$ cat src/rtl/video_layer_mixer_if.sv
// Pixel/config/output bundle between the layer generators, the mixer and the
// TMDS path. The master drives pixels and configuration; the slave (mixer)
// drives the composited pixel and the delayed timing strobes.
interface video_layer_mixer_if #(
  parameter int NLAYERS = 4,
  parameter int COLSPC  = 10,
  parameter int LW      = $clog2(NLAYERS+1)
);
  logic                        video_enable;
  logic                        vsync;
  logic                        hsync;
  logic                        frame_start;
  logic                        line_start;
  logic [NLAYERS*3*COLSPC-1:0] layer_rgb;
  logic [NLAYERS-1:0]          cfg_enable;
  logic [2*NLAYERS-1:0]        cfg_alpha;
  logic [NLAYERS*3*COLSPC-1:0] cfg_key;
  logic [3*COLSPC-1:0]         cfg_bg;
  logic [COLSPC-1:0]           red;
  logic [COLSPC-1:0]           green;
  logic [COLSPC-1:0]           blue;
  logic                        out_vsync;
  logic                        out_hsync;
  logic                        out_frame_start;
  logic                        out_line_start;
  logic                        out_enable;
  logic [LW-1:0]               out_layer;

  modport master (
    output video_enable, vsync, hsync, frame_start, line_start, layer_rgb,
           cfg_enable, cfg_alpha, cfg_key, cfg_bg,
    input  red, green, blue, out_vsync, out_hsync, out_frame_start,
           out_line_start, out_enable, out_layer
  );

  modport slave (
    input  video_enable, vsync, hsync, frame_start, line_start, layer_rgb,
           cfg_enable, cfg_alpha, cfg_key, cfg_bg,
    output red, green, blue, out_vsync, out_hsync, out_frame_start,
           out_line_start, out_enable, out_layer
  );
endinterface

$ cat src/rtl/video_layer_mixer.sv
// N-layer priority compositor with 2-bit alpha blend of the top visible layer
// over the next visible one. Fixed 3-stage pipeline, no stalls. Per-layer
// config is shadowed and only swapped in on frame_start so a frame never tears.
module video_layer_mixer #(
  parameter int NLAYERS = 4,
  parameter int COLSPC  = 10,
  parameter int LW      = $clog2(NLAYERS+1)
) (
  input  logic               video_clk_pix,
  input  logic               video_rst,
  video_layer_mixer_if.slave bus
);
  localparam int            CW     = 3*COLSPC;
  localparam int            WW     = COLSPC+3;
  localparam logic [LW-1:0] BG_IDX = LW'(NLAYERS);

  // strobe bundles are {video_enable, vsync, hsync, frame_start, line_start}
  logic [NLAYERS-1:0][CW-1:0] r_rgb1;
  logic [4:0]                 r_sd1, r_sd2, r_sd3;

  logic [NLAYERS-1:0]         r_en;
  logic [NLAYERS-1:0][1:0]    r_alpha;
  logic [NLAYERS-1:0][CW-1:0] r_key;
  logic [CW-1:0]              r_bg;

  logic [CW-1:0]              r_t2, r_b2;
  logic [2:0]                 r_q2;
  logic [LW-1:0]              r_idx2;

  logic [CW-1:0]              r_rgb3;
  logic [LW-1:0]              r_idx3;

  logic [NLAYERS-1:0]         w_vis;
  logic [LW-1:0]              w_t_idx;
  logic [CW-1:0]              w_t_rgb, w_b_rgb;
  logic [2:0]                 w_q;

  // q in 1..4 weights the top colour, (4-q) the colour underneath; floor /4
  function automatic logic [COLSPC-1:0] blend(input logic [COLSPC-1:0] t,
                                              input logic [COLSPC-1:0] b,
                                              input logic [2:0]        q);
    logic [WW-1:0] s;
    s = WW'(t) * WW'(q) + WW'(b) * WW'(3'd4 - q);
    return COLSPC'(s >> 2);
  endfunction

  // S1: capture pixel and strobes
  always_ff @(posedge video_clk_pix) begin
    if (video_rst) begin
      r_rgb1 <= '0;
      r_sd1  <= '0;
    end else begin
      r_rgb1 <= bus.layer_rgb;
      r_sd1  <= {bus.video_enable, bus.vsync, bus.hsync, bus.frame_start, bus.line_start};
    end
  end

  // active config: swapped in on the same edge that captures the frame_start pixel
  always_ff @(posedge video_clk_pix) begin
    if (video_rst) begin
      r_en    <= '1;
      r_alpha <= '1;
      r_key   <= '0;
      r_bg    <= '0;
    end else if (bus.frame_start) begin
      r_en    <= bus.cfg_enable;
      r_alpha <= bus.cfg_alpha;
      r_key   <= bus.cfg_key;
      r_bg    <= bus.cfg_bg;
    end
  end

  // visibility and priority pick of top (lowest index) and the one below it
  always_comb begin
    w_vis   = '0;
    w_t_idx = BG_IDX;
    w_t_rgb = r_bg;
    w_b_rgb = r_bg;
    w_q     = 3'd4;
    for (int k = 0; k < NLAYERS; k++)
      w_vis[k] = r_en[k] && (r_rgb1[k] != r_key[k]);
    for (int k = NLAYERS-1; k >= 0; k--)
      if (w_vis[k]) begin
        w_t_idx = LW'(k);
        w_t_rgb = r_rgb1[k];
        w_q     = {1'b0, r_alpha[k]} + 3'd1;
      end
    // descending scan leaves the lowest visible index above the top layer
    for (int k = NLAYERS-1; k >= 0; k--)
      if (w_vis[k] && (k > int'(w_t_idx)))
        w_b_rgb = r_rgb1[k];
    // blanked pixels are black and report the background index
    if (!r_sd1[4]) begin
      w_t_rgb = '0;
      w_b_rgb = '0;
      w_q     = 3'd4;
      w_t_idx = BG_IDX;
    end
  end

  // S2: register selected colours, weight and index
  always_ff @(posedge video_clk_pix) begin
    if (video_rst) begin
      r_t2   <= '0;
      r_b2   <= '0;
      r_q2   <= '0;
      r_idx2 <= '0;
      r_sd2  <= '0;
    end else begin
      r_t2   <= w_t_rgb;
      r_b2   <= w_b_rgb;
      r_q2   <= w_q;
      r_idx2 <= w_t_idx;
      r_sd2  <= r_sd1;
    end
  end

  // S3: blend per channel and register outputs
  always_ff @(posedge video_clk_pix) begin
    if (video_rst) begin
      r_rgb3 <= '0;
      r_idx3 <= '0;
      r_sd3  <= '0;
    end else begin
      r_rgb3 <= {blend(r_t2[CW-1:2*COLSPC],     r_b2[CW-1:2*COLSPC],     r_q2),
                 blend(r_t2[2*COLSPC-1:COLSPC], r_b2[2*COLSPC-1:COLSPC], r_q2),
                 blend(r_t2[COLSPC-1:0],        r_b2[COLSPC-1:0],        r_q2)};
      r_idx3 <= r_idx2;
      r_sd3  <= r_sd2;
    end
  end

  assign bus.red             = r_rgb3[CW-1:2*COLSPC];
  assign bus.green           = r_rgb3[2*COLSPC-1:COLSPC];
  assign bus.blue            = r_rgb3[COLSPC-1:0];
  assign bus.out_layer       = r_idx3;
  assign bus.out_enable      = r_sd3[4];
  assign bus.out_vsync       = r_sd3[3];
  assign bus.out_hsync       = r_sd3[2];
  assign bus.out_frame_start = r_sd3[1];
  assign bus.out_line_start  = r_sd3[0];
endmodule

$ cat src/flat_wrapper.sv
// flat-port wrapper written by rule: the top's interface ports become plain ports
module video_layer_mixer_flat 
#(
  parameter int NLAYERS = 4,
  parameter int COLSPC  = 10,
  parameter int LW      = $clog2(NLAYERS+1)
)
  (video_clk_pix, video_rst, bus_video_enable, bus_vsync, bus_hsync, bus_frame_start, bus_line_start, bus_layer_rgb, bus_cfg_enable, bus_cfg_alpha, bus_cfg_key, bus_cfg_bg, bus_red, bus_green, bus_blue, bus_out_vsync, bus_out_hsync, bus_out_frame_start, bus_out_line_start, bus_out_enable, bus_out_layer);
  video_layer_mixer_if #(.NLAYERS(NLAYERS), .COLSPC(COLSPC), .LW(LW)) bus_i ();
  input  logic video_clk_pix;
  input  logic video_rst;
  input wire logic [$bits(bus_i.video_enable)-1:0] bus_video_enable;
  input wire logic [$bits(bus_i.vsync)-1:0] bus_vsync;
  input wire logic [$bits(bus_i.hsync)-1:0] bus_hsync;
  input wire logic [$bits(bus_i.frame_start)-1:0] bus_frame_start;
  input wire logic [$bits(bus_i.line_start)-1:0] bus_line_start;
  input wire logic [$bits(bus_i.layer_rgb)-1:0] bus_layer_rgb;
  input wire logic [$bits(bus_i.cfg_enable)-1:0] bus_cfg_enable;
  input wire logic [$bits(bus_i.cfg_alpha)-1:0] bus_cfg_alpha;
  input wire logic [$bits(bus_i.cfg_key)-1:0] bus_cfg_key;
  input wire logic [$bits(bus_i.cfg_bg)-1:0] bus_cfg_bg;
  output wire logic [$bits(bus_i.red)-1:0] bus_red;
  output wire logic [$bits(bus_i.green)-1:0] bus_green;
  output wire logic [$bits(bus_i.blue)-1:0] bus_blue;
  output wire logic [$bits(bus_i.out_vsync)-1:0] bus_out_vsync;
  output wire logic [$bits(bus_i.out_hsync)-1:0] bus_out_hsync;
  output wire logic [$bits(bus_i.out_frame_start)-1:0] bus_out_frame_start;
  output wire logic [$bits(bus_i.out_line_start)-1:0] bus_out_line_start;
  output wire logic [$bits(bus_i.out_enable)-1:0] bus_out_enable;
  output wire logic [$bits(bus_i.out_layer)-1:0] bus_out_layer;
  assign bus_i.video_enable = bus_video_enable;
  assign bus_i.vsync = bus_vsync;
  assign bus_i.hsync = bus_hsync;
  assign bus_i.frame_start = bus_frame_start;
  assign bus_i.line_start = bus_line_start;
  assign bus_i.layer_rgb = bus_layer_rgb;
  assign bus_i.cfg_enable = bus_cfg_enable;
  assign bus_i.cfg_alpha = bus_cfg_alpha;
  assign bus_i.cfg_key = bus_cfg_key;
  assign bus_i.cfg_bg = bus_cfg_bg;
  assign bus_red = bus_i.red;
  assign bus_green = bus_i.green;
  assign bus_blue = bus_i.blue;
  assign bus_out_vsync = bus_i.out_vsync;
  assign bus_out_hsync = bus_i.out_hsync;
  assign bus_out_frame_start = bus_i.out_frame_start;
  assign bus_out_line_start = bus_i.out_line_start;
  assign bus_out_enable = bus_i.out_enable;
  assign bus_out_layer = bus_i.out_layer;
  video_layer_mixer #(.NLAYERS(NLAYERS), .COLSPC(COLSPC), .LW(LW)) u_core (.video_clk_pix(video_clk_pix), .video_rst(video_rst), .bus(bus_i));
endmodule
$ cat config.mk
export PLATFORM = sky130hd
export DESIGN_NAME = video_layer_mixer_flat
export DESIGN_NICKNAME = d
export VERILOG_FILES = /design/src/rtl/video_layer_mixer_if.sv /design/src/rtl/video_layer_mixer.sv /design/src/flat_wrapper.sv
export SDC_FILE = /design/constraint.sdc
export NUM_CORES = 1
export LEC_CHECK = 0
export ABC_AREA = 1
export ABC_CLOCK_PERIOD_IN_PS = 6800
export CELL_PAD_IN_SITES_DETAIL_PLACEMENT = 0
export CELL_PAD_IN_SITES_GLOBAL_PLACEMENT = 1
export CORE_AREA = 5 5 247 249
export CTS_BUF_LIST = sky130_fd_sc_hd__clkbuf_4 sky130_fd_sc_hd__clkbuf_8
export DETAILED_ROUTE_END_ITERATION = 8
export DIE_AREA = 0 0 252 254
export PLACE_DENSITY_LB_ADDON = 0.2
export SLEW_MARGIN = 20
export SYNTH_ARGS = -nofsm -noshare
export SYNTH_HDL_FRONTEND = slang
export SYNTH_SLANG_ARGS = --single-unit
$ cat constraint.sdc
create_clock -name video_clk_pix -period 6.8 [get_ports video_clk_pix]
set_input_delay 1.02 -clock video_clk_pix [delete_from_list [all_inputs] [get_ports video_clk_pix]]
set_output_delay 1.02 -clock video_clk_pix [all_outputs]
set_load 0.02 [all_outputs]
* Word-level counts from Yosys, hierarchy flattened
Cells that the tools add are included.
** Storage, ports and cells
- Register bits :: 396
- Word-level logic and storage cells :: 72
** Cells by class
- Add/subtract/negate cells :: 8
- Multipliers :: 6
- Order comparisons :: 3
- Equality and inequality tests :: 4
- Multiplexer cells :: 17
- Bitwise gates (word level) :: 1
- Reductions and logical operators :: 8
** Operators by type and width (count)
- two-way mux 30 bit :: 7
- inequality test 30 bit :: 4
- multiplier 10 x 13 -> 12 bit :: 3
- adder 12 bit :: 3
- multiplier 10 x 3 -> 12 bit :: 3
- two-way mux 3 bit :: 10
- adder 2 x 1 -> 3 bit (second input constant) :: 4
- logical AND 1 bit :: 7
- greater-than comparator 2 x 3 -> 1 bit (first input constant) :: 2
- subtractor 3 x 3 -> 4 bit (first input constant) :: 1
- greater-than comparator 1 x 3 -> 1 bit (first input constant) :: 1
- OR reduction 2 bit :: 1
- inverter 1 bit :: 1

* Longest topological paths before layout
- Depth after elaboration :: 11
- Depth in mapped cells :: 32
- Gate-level depth less buffers :: 30

* Worst setup path before layout
OpenSTA, ideal clock, no wires.
- Kind :: reg-to-reg
- Start :: register u_core.r_q2[0]
- End :: register u_core.r_rgb3[29]
- Arrival :: 5.336 ns
- Required time :: 6.672 ns
- Slack :: 1.336 ns
- Cell stages (with the launch flop) :: 25
- Path buffers :: 3
- Period minus slack after synthesis :: 5.464 ns
- Path through :: dfxtp_1 > clkbuf_1 > clkbuf_1 > inv_1 > ha_1 > nand2_1 > nand2_2 > inv_4 > clkbuf_1 > nand2_1 > fa_1 > inv_1 > fa_1 > fa_1 > fa_1 > inv_1 > fa_1 > inv_1 > ha_1 > nand4_1 > o221ai_1 > xor2_1 > nand3_1 > nand2_1 > nor2_1
** On the way
- Longest elaborated chain between the ends :: 3
- Elaborated cells on any way between the ends :: 4
- Those cells by class :: add/sub: 2; mul: 2
** Ends and longest elaborated chain
- start: declaration :: RTL line video_layer_mixer.sv:27 : logic [2:0] r_q2;
- start signal: assignment :: RTL line video_layer_mixer.sv:112 : r_q2 <= w_q;
- subtractor 3 x 3 -> 4 bit :: RTL line video_layer_mixer.sv:43 : s = WW'(t) * WW'(q) + WW'(b) * WW'(3'd4 - q);
- multiplier 10 x 13 -> 12 bit :: RTL line video_layer_mixer.sv:43
- adder 12 bit (*) :: RTL line video_layer_mixer.sv:43
- end signal: assignment :: RTL line video_layer_mixer.sv:125 : r_rgb3 <= {blend(r_t2[CW-1:2*COLSPC], r_b2[CW-1:2*COLSPC], r_q2),
- end: declaration :: RTL line video_layer_mixer.sv:30 : logic [CW-1:0] r_rgb3;
Mark *: on every way between the ends. The rest lies on a longest branch, timed or not.
A chain may end at the register's enable or synchronous reset.

* Final worst setup path
- Start :: register u_core.r_q2[1]
- End :: register u_core.r_rgb3[19]
Same word-level chain as after synthesis.

==> flow_metrics.env <==
export IMPL_status="complete, no violations"
export IMPL_postSynthCellCount=3261
export IMPL_dieArea_um2=64000
export IMPL_dr_pass1_iters=6
export IMPL_initialDrtViolationCount=1371
export IMPL_worstReg2RegStart="u_core.r_q2[1]"
export IMPL_p_leak_nw=14.5
export IMPL_hold_path_startpoint="u_core.r_sd2[0]"
export IMPL_worstPathMaxFanout=20
export IMPL_setup_worst_path_end_class="flip-flop"
export IMPL_hold_path_cell_count=2
export IMPL_worst_setup_path_start_kind="flip-flop"
export IMPL_fin_skew_ps=17.4
export IMPL_worstReg2RegEnd="u_core.r_rgb3[19]"
export IMPL_relSlewSlack_pct=26.4
export IMPL_fin_crit_sh_pct=81.3
export IMPL_io_pins=327
export IMPL_drc=0
export IMPL_finalHoldViolCount=0
export IMPL_critPathRequiredTime_ps=7370
export IMPL_nNetsFinal=4091
export IMPL_maxCapViolCount=0
export IMPL_syn2layout_area_growth_pct=22.3
export IMPL_clkTransAtPathRegs_ps=60
export IMPL_via_per_inst=4.88
export IMPL_finalMaxSlewViolations=0
export IMPL_ff2ff_path_depth=24
export IMPL_synth_main_ff_cell="dfxtp_1"
export IMPL_powerDensity_nw_per_um2=203
export IMPL_dr_total_vias=21269
export IMPL_insertion_delay_ps=640
export IMPL_wirelength_um=80100
export IMPL_cts_repair_resized=0
export IMPL_die_w_um=252
export IMPL_cts_inserted_buffers=71
export IMPL_hold_class="flip-flop to flip-flop"
export IMPL_async_reset_ff_share_pct=0
export IMPL_fin_setup_tns_ps=0
export IMPL_htree_levels=3
export IMPL_fmaxAchievable_mhz=181
export IMPL_cts_root_buf="clkbuf_8"
export IMPL_dpl_hpwl_um=62000
export IMPL_worst_pin_slew_ps=1100
export IMPL_cts_hold_buf=0
export IMPL_grt_overflow=0
export IMPL_antenna_found_initial=5
export IMPL_start_util_pct=41.4
export IMPL_synth_area_per_cell_um2=7.42
export IMPL_period_needed_ps=5530
export IMPL_synth_distinct_cells=40
export IMPL_grt_setup_unrepaired="false"
export IMPL_io_buffers=326
export IMPL_ctsLongestPathBuffers=3
export IMPL_post_place_cells=4230
export IMPL_cts_setup_buffers=0
export IMPL_synth_edf_count=0
export IMPL_worstSetupPathType="flip-flop to flip-flop"
export IMPL_finalNonFillerCells=4359
export IMPL_cp_arrival_ps=6100
export IMPL_grt_max_degree=125
export IMPL_grtUsageTotal_pct=24.4
export IMPL_vdd_drop_max_v=0.000126
export IMPL_layout_drive_gt1_share_pct=5.83
export IMPL_yosysWarnings=0
export IMPL_core_area_um2=58500
export IMPL_wire_per_inst_um=18.4
export IMPL_cts_tree="built"
export IMPL_reg2reg_slack_ps=1270
export IMPL_synth_nets=3822
export IMPL_fp_dieH_um=254
export IMPL_grt_first_pass_wirelength_um=121000
export IMPL_cts_sinks=396
export IMPL_gp_congestion=0.893
export IMPL_ys_seq_area_share_pct=32.7
export IMPL_num_rows=89
export IMPL_synth_seq_cells=396
export IMPL_holdPathEnd="u_core.r_sd3[0]"
export IMPL_grt_pass1_vias=21284
export IMPL_setup_viol=0
export IMPL_ant_nets=0
export IMPL_syn_area_um2=24200
[routing by layer]
| metal | track usage, % | vias up | wire length [µm] |
|---|---|---|---|
| li1 | - | 10354 | - |
| met1 | 31.6 | 10140 | 33800 |
| met2 | 40.6 | 637 | 37800 |
| met3 | 4.50 | 136 | 5270 |
| met4 | 9.62 | 2 | 3180 |
| met5 | 0 | - | 13 |
[cell families after synthesis]
kind of cell             Yosys count  synth area share [%]
AND/OR/NAND/NOR                 1198                  20.6
buffers and inverters            840                  13.5
AO/OA/AOI/OAI                    424                  8.97
flip-flops                       396                  32.7
adder cells (fa/ha/maj)          272                  19.5
XOR/XNOR                         131                  4.77
[worst max-delay path by stage]
| stage | startpoint | endpoint | slack (ps) | depth (start not counted) |
|---|---|---|---|---|
| final | u_core.r_q2[1] | u_core.r_rgb3[19] | 1270 | 24 |
| after global routing | u_core.r_q2[1] | u_core.r_rgb3[19] | 710 | 24 |
| after CTS | u_core.r_q2[1] | u_core.r_rgb3[19] | 1250 | 24 |
| after detailed placement | u_core.r_q2[1] | u_core.r_rgb3[19] | 1290 | 24 |
| after global placement | u_core.r_q2[0] | u_core.r_rgb3[19] | 1380 | 24 |
| after floorplan | u_core.r_q2[0] | u_core.r_rgb3[29] | 1340 | 24 |
[critical path: stages (launching register included)]
cell	delay, ps
dfxtp_1	530
inv_1	110
ha_1	880
buf_4	270
nand2_1	60
inv_1	70
fa_1	430
ha_1	210
fa_1	470
inv_1	60
fa_1	440
fa_1	510
inv_1	40
ha_1	320
a21oi_1	150
nand2_1	100
nand2_1	70
nand2_1	50
a21oi_1	190
nor2_1	60
o21ai_0	140
nand2_1	80
nand3_1	80
nand2_1	50
nor2_1	110
[layout make-up]
cell class	instances	area, µm²
fillers	5875	28900
multi-input cells	2025	13000
flip-flops and latches	396	7930
repair buffers	347	3430
inverters	689	2600
clock buffers	114	1430
well taps	773	967
clock inverters	14	221
diodes	1	2.50
[power by group]
group          switching, mW  internal (mW)
clock network           1.04           1.53
registers              0.123           2.45
logic                  0.483          0.376
total                   1.64           4.36
[placed cells by master (no fill, tap or decap), types with 98 or more instances in the layout]
cell type and n:
o21ai_0 248, dfxtp_1 396, nor2_1 432, ha_1 98, a21oi_1 160, fa_1 174
nand2_1 492, clkdlybuf4s50_1 324, nand3_1 196, inv_1 671
[per-stage QoR]
stage	instance area (µm²)	hold slack [ps]	power [mW]	worst slack [ps]	util, %
2_1_floorplan	24200	388	3.07	1340	-
3_3_place_gp	28000	390	3.47	1380	47.8
3_5_place_dp	28000	394	3.48	1290	47.8
4_1_cts	29600	402	6.07	1250	50.6
5_1_grt	29600	414	6.28	707	50.6
6_report	29600	402	6.00	1270	50.6
[Yosys cell counts (2+ instances only)]
cell,number,area share [%]
a21o_1,5,0.16
a21oi_1,160,3.3
and3_1,2,0.052
buf_1,4,0.062
buf_2,24,0.50
buf_4,11,0.34
buf_6,5,0.23
clkbuf_1,107,1.7
dfxtp_1,396,33
fa_1,174,14
ha_1,98,5.1
inv_1,672,10
inv_2,15,0.23
nand2_1,494,7.7
nand2_2,5,0.13
nand3_1,196,4.1
nand3b_1,31,0.96
nand4_1,4,0.10
nor2_1,432,6.7
nor2_2,3,0.078
nor3_1,2,0.041
o21ai_0,248,5.1
o21bai_1,4,0.12
or2_2,25,0.65
xnor2_1,76,2.7
xor2_1,54,2.0
[state kept, by name (all words and copies together) (netlist names)]
signal                flops
u_core.r_sd3              5
u_core.r_bg              30
u_core.r_rgb3            30
u_core.r_idx2             3
u_core.r_sd2              5
u_core.r_t2              30
u_core.r_key            120
u_core.r_rgb1           120
u_core.r_sd1              5
u_core.r_alpha            8
u_core.bus.out_layer      3
u_core.r_q2               3
u_core.r_en               4
u_core.r_b2              30
Note: power is estimated with default switching activity, not from simulation.
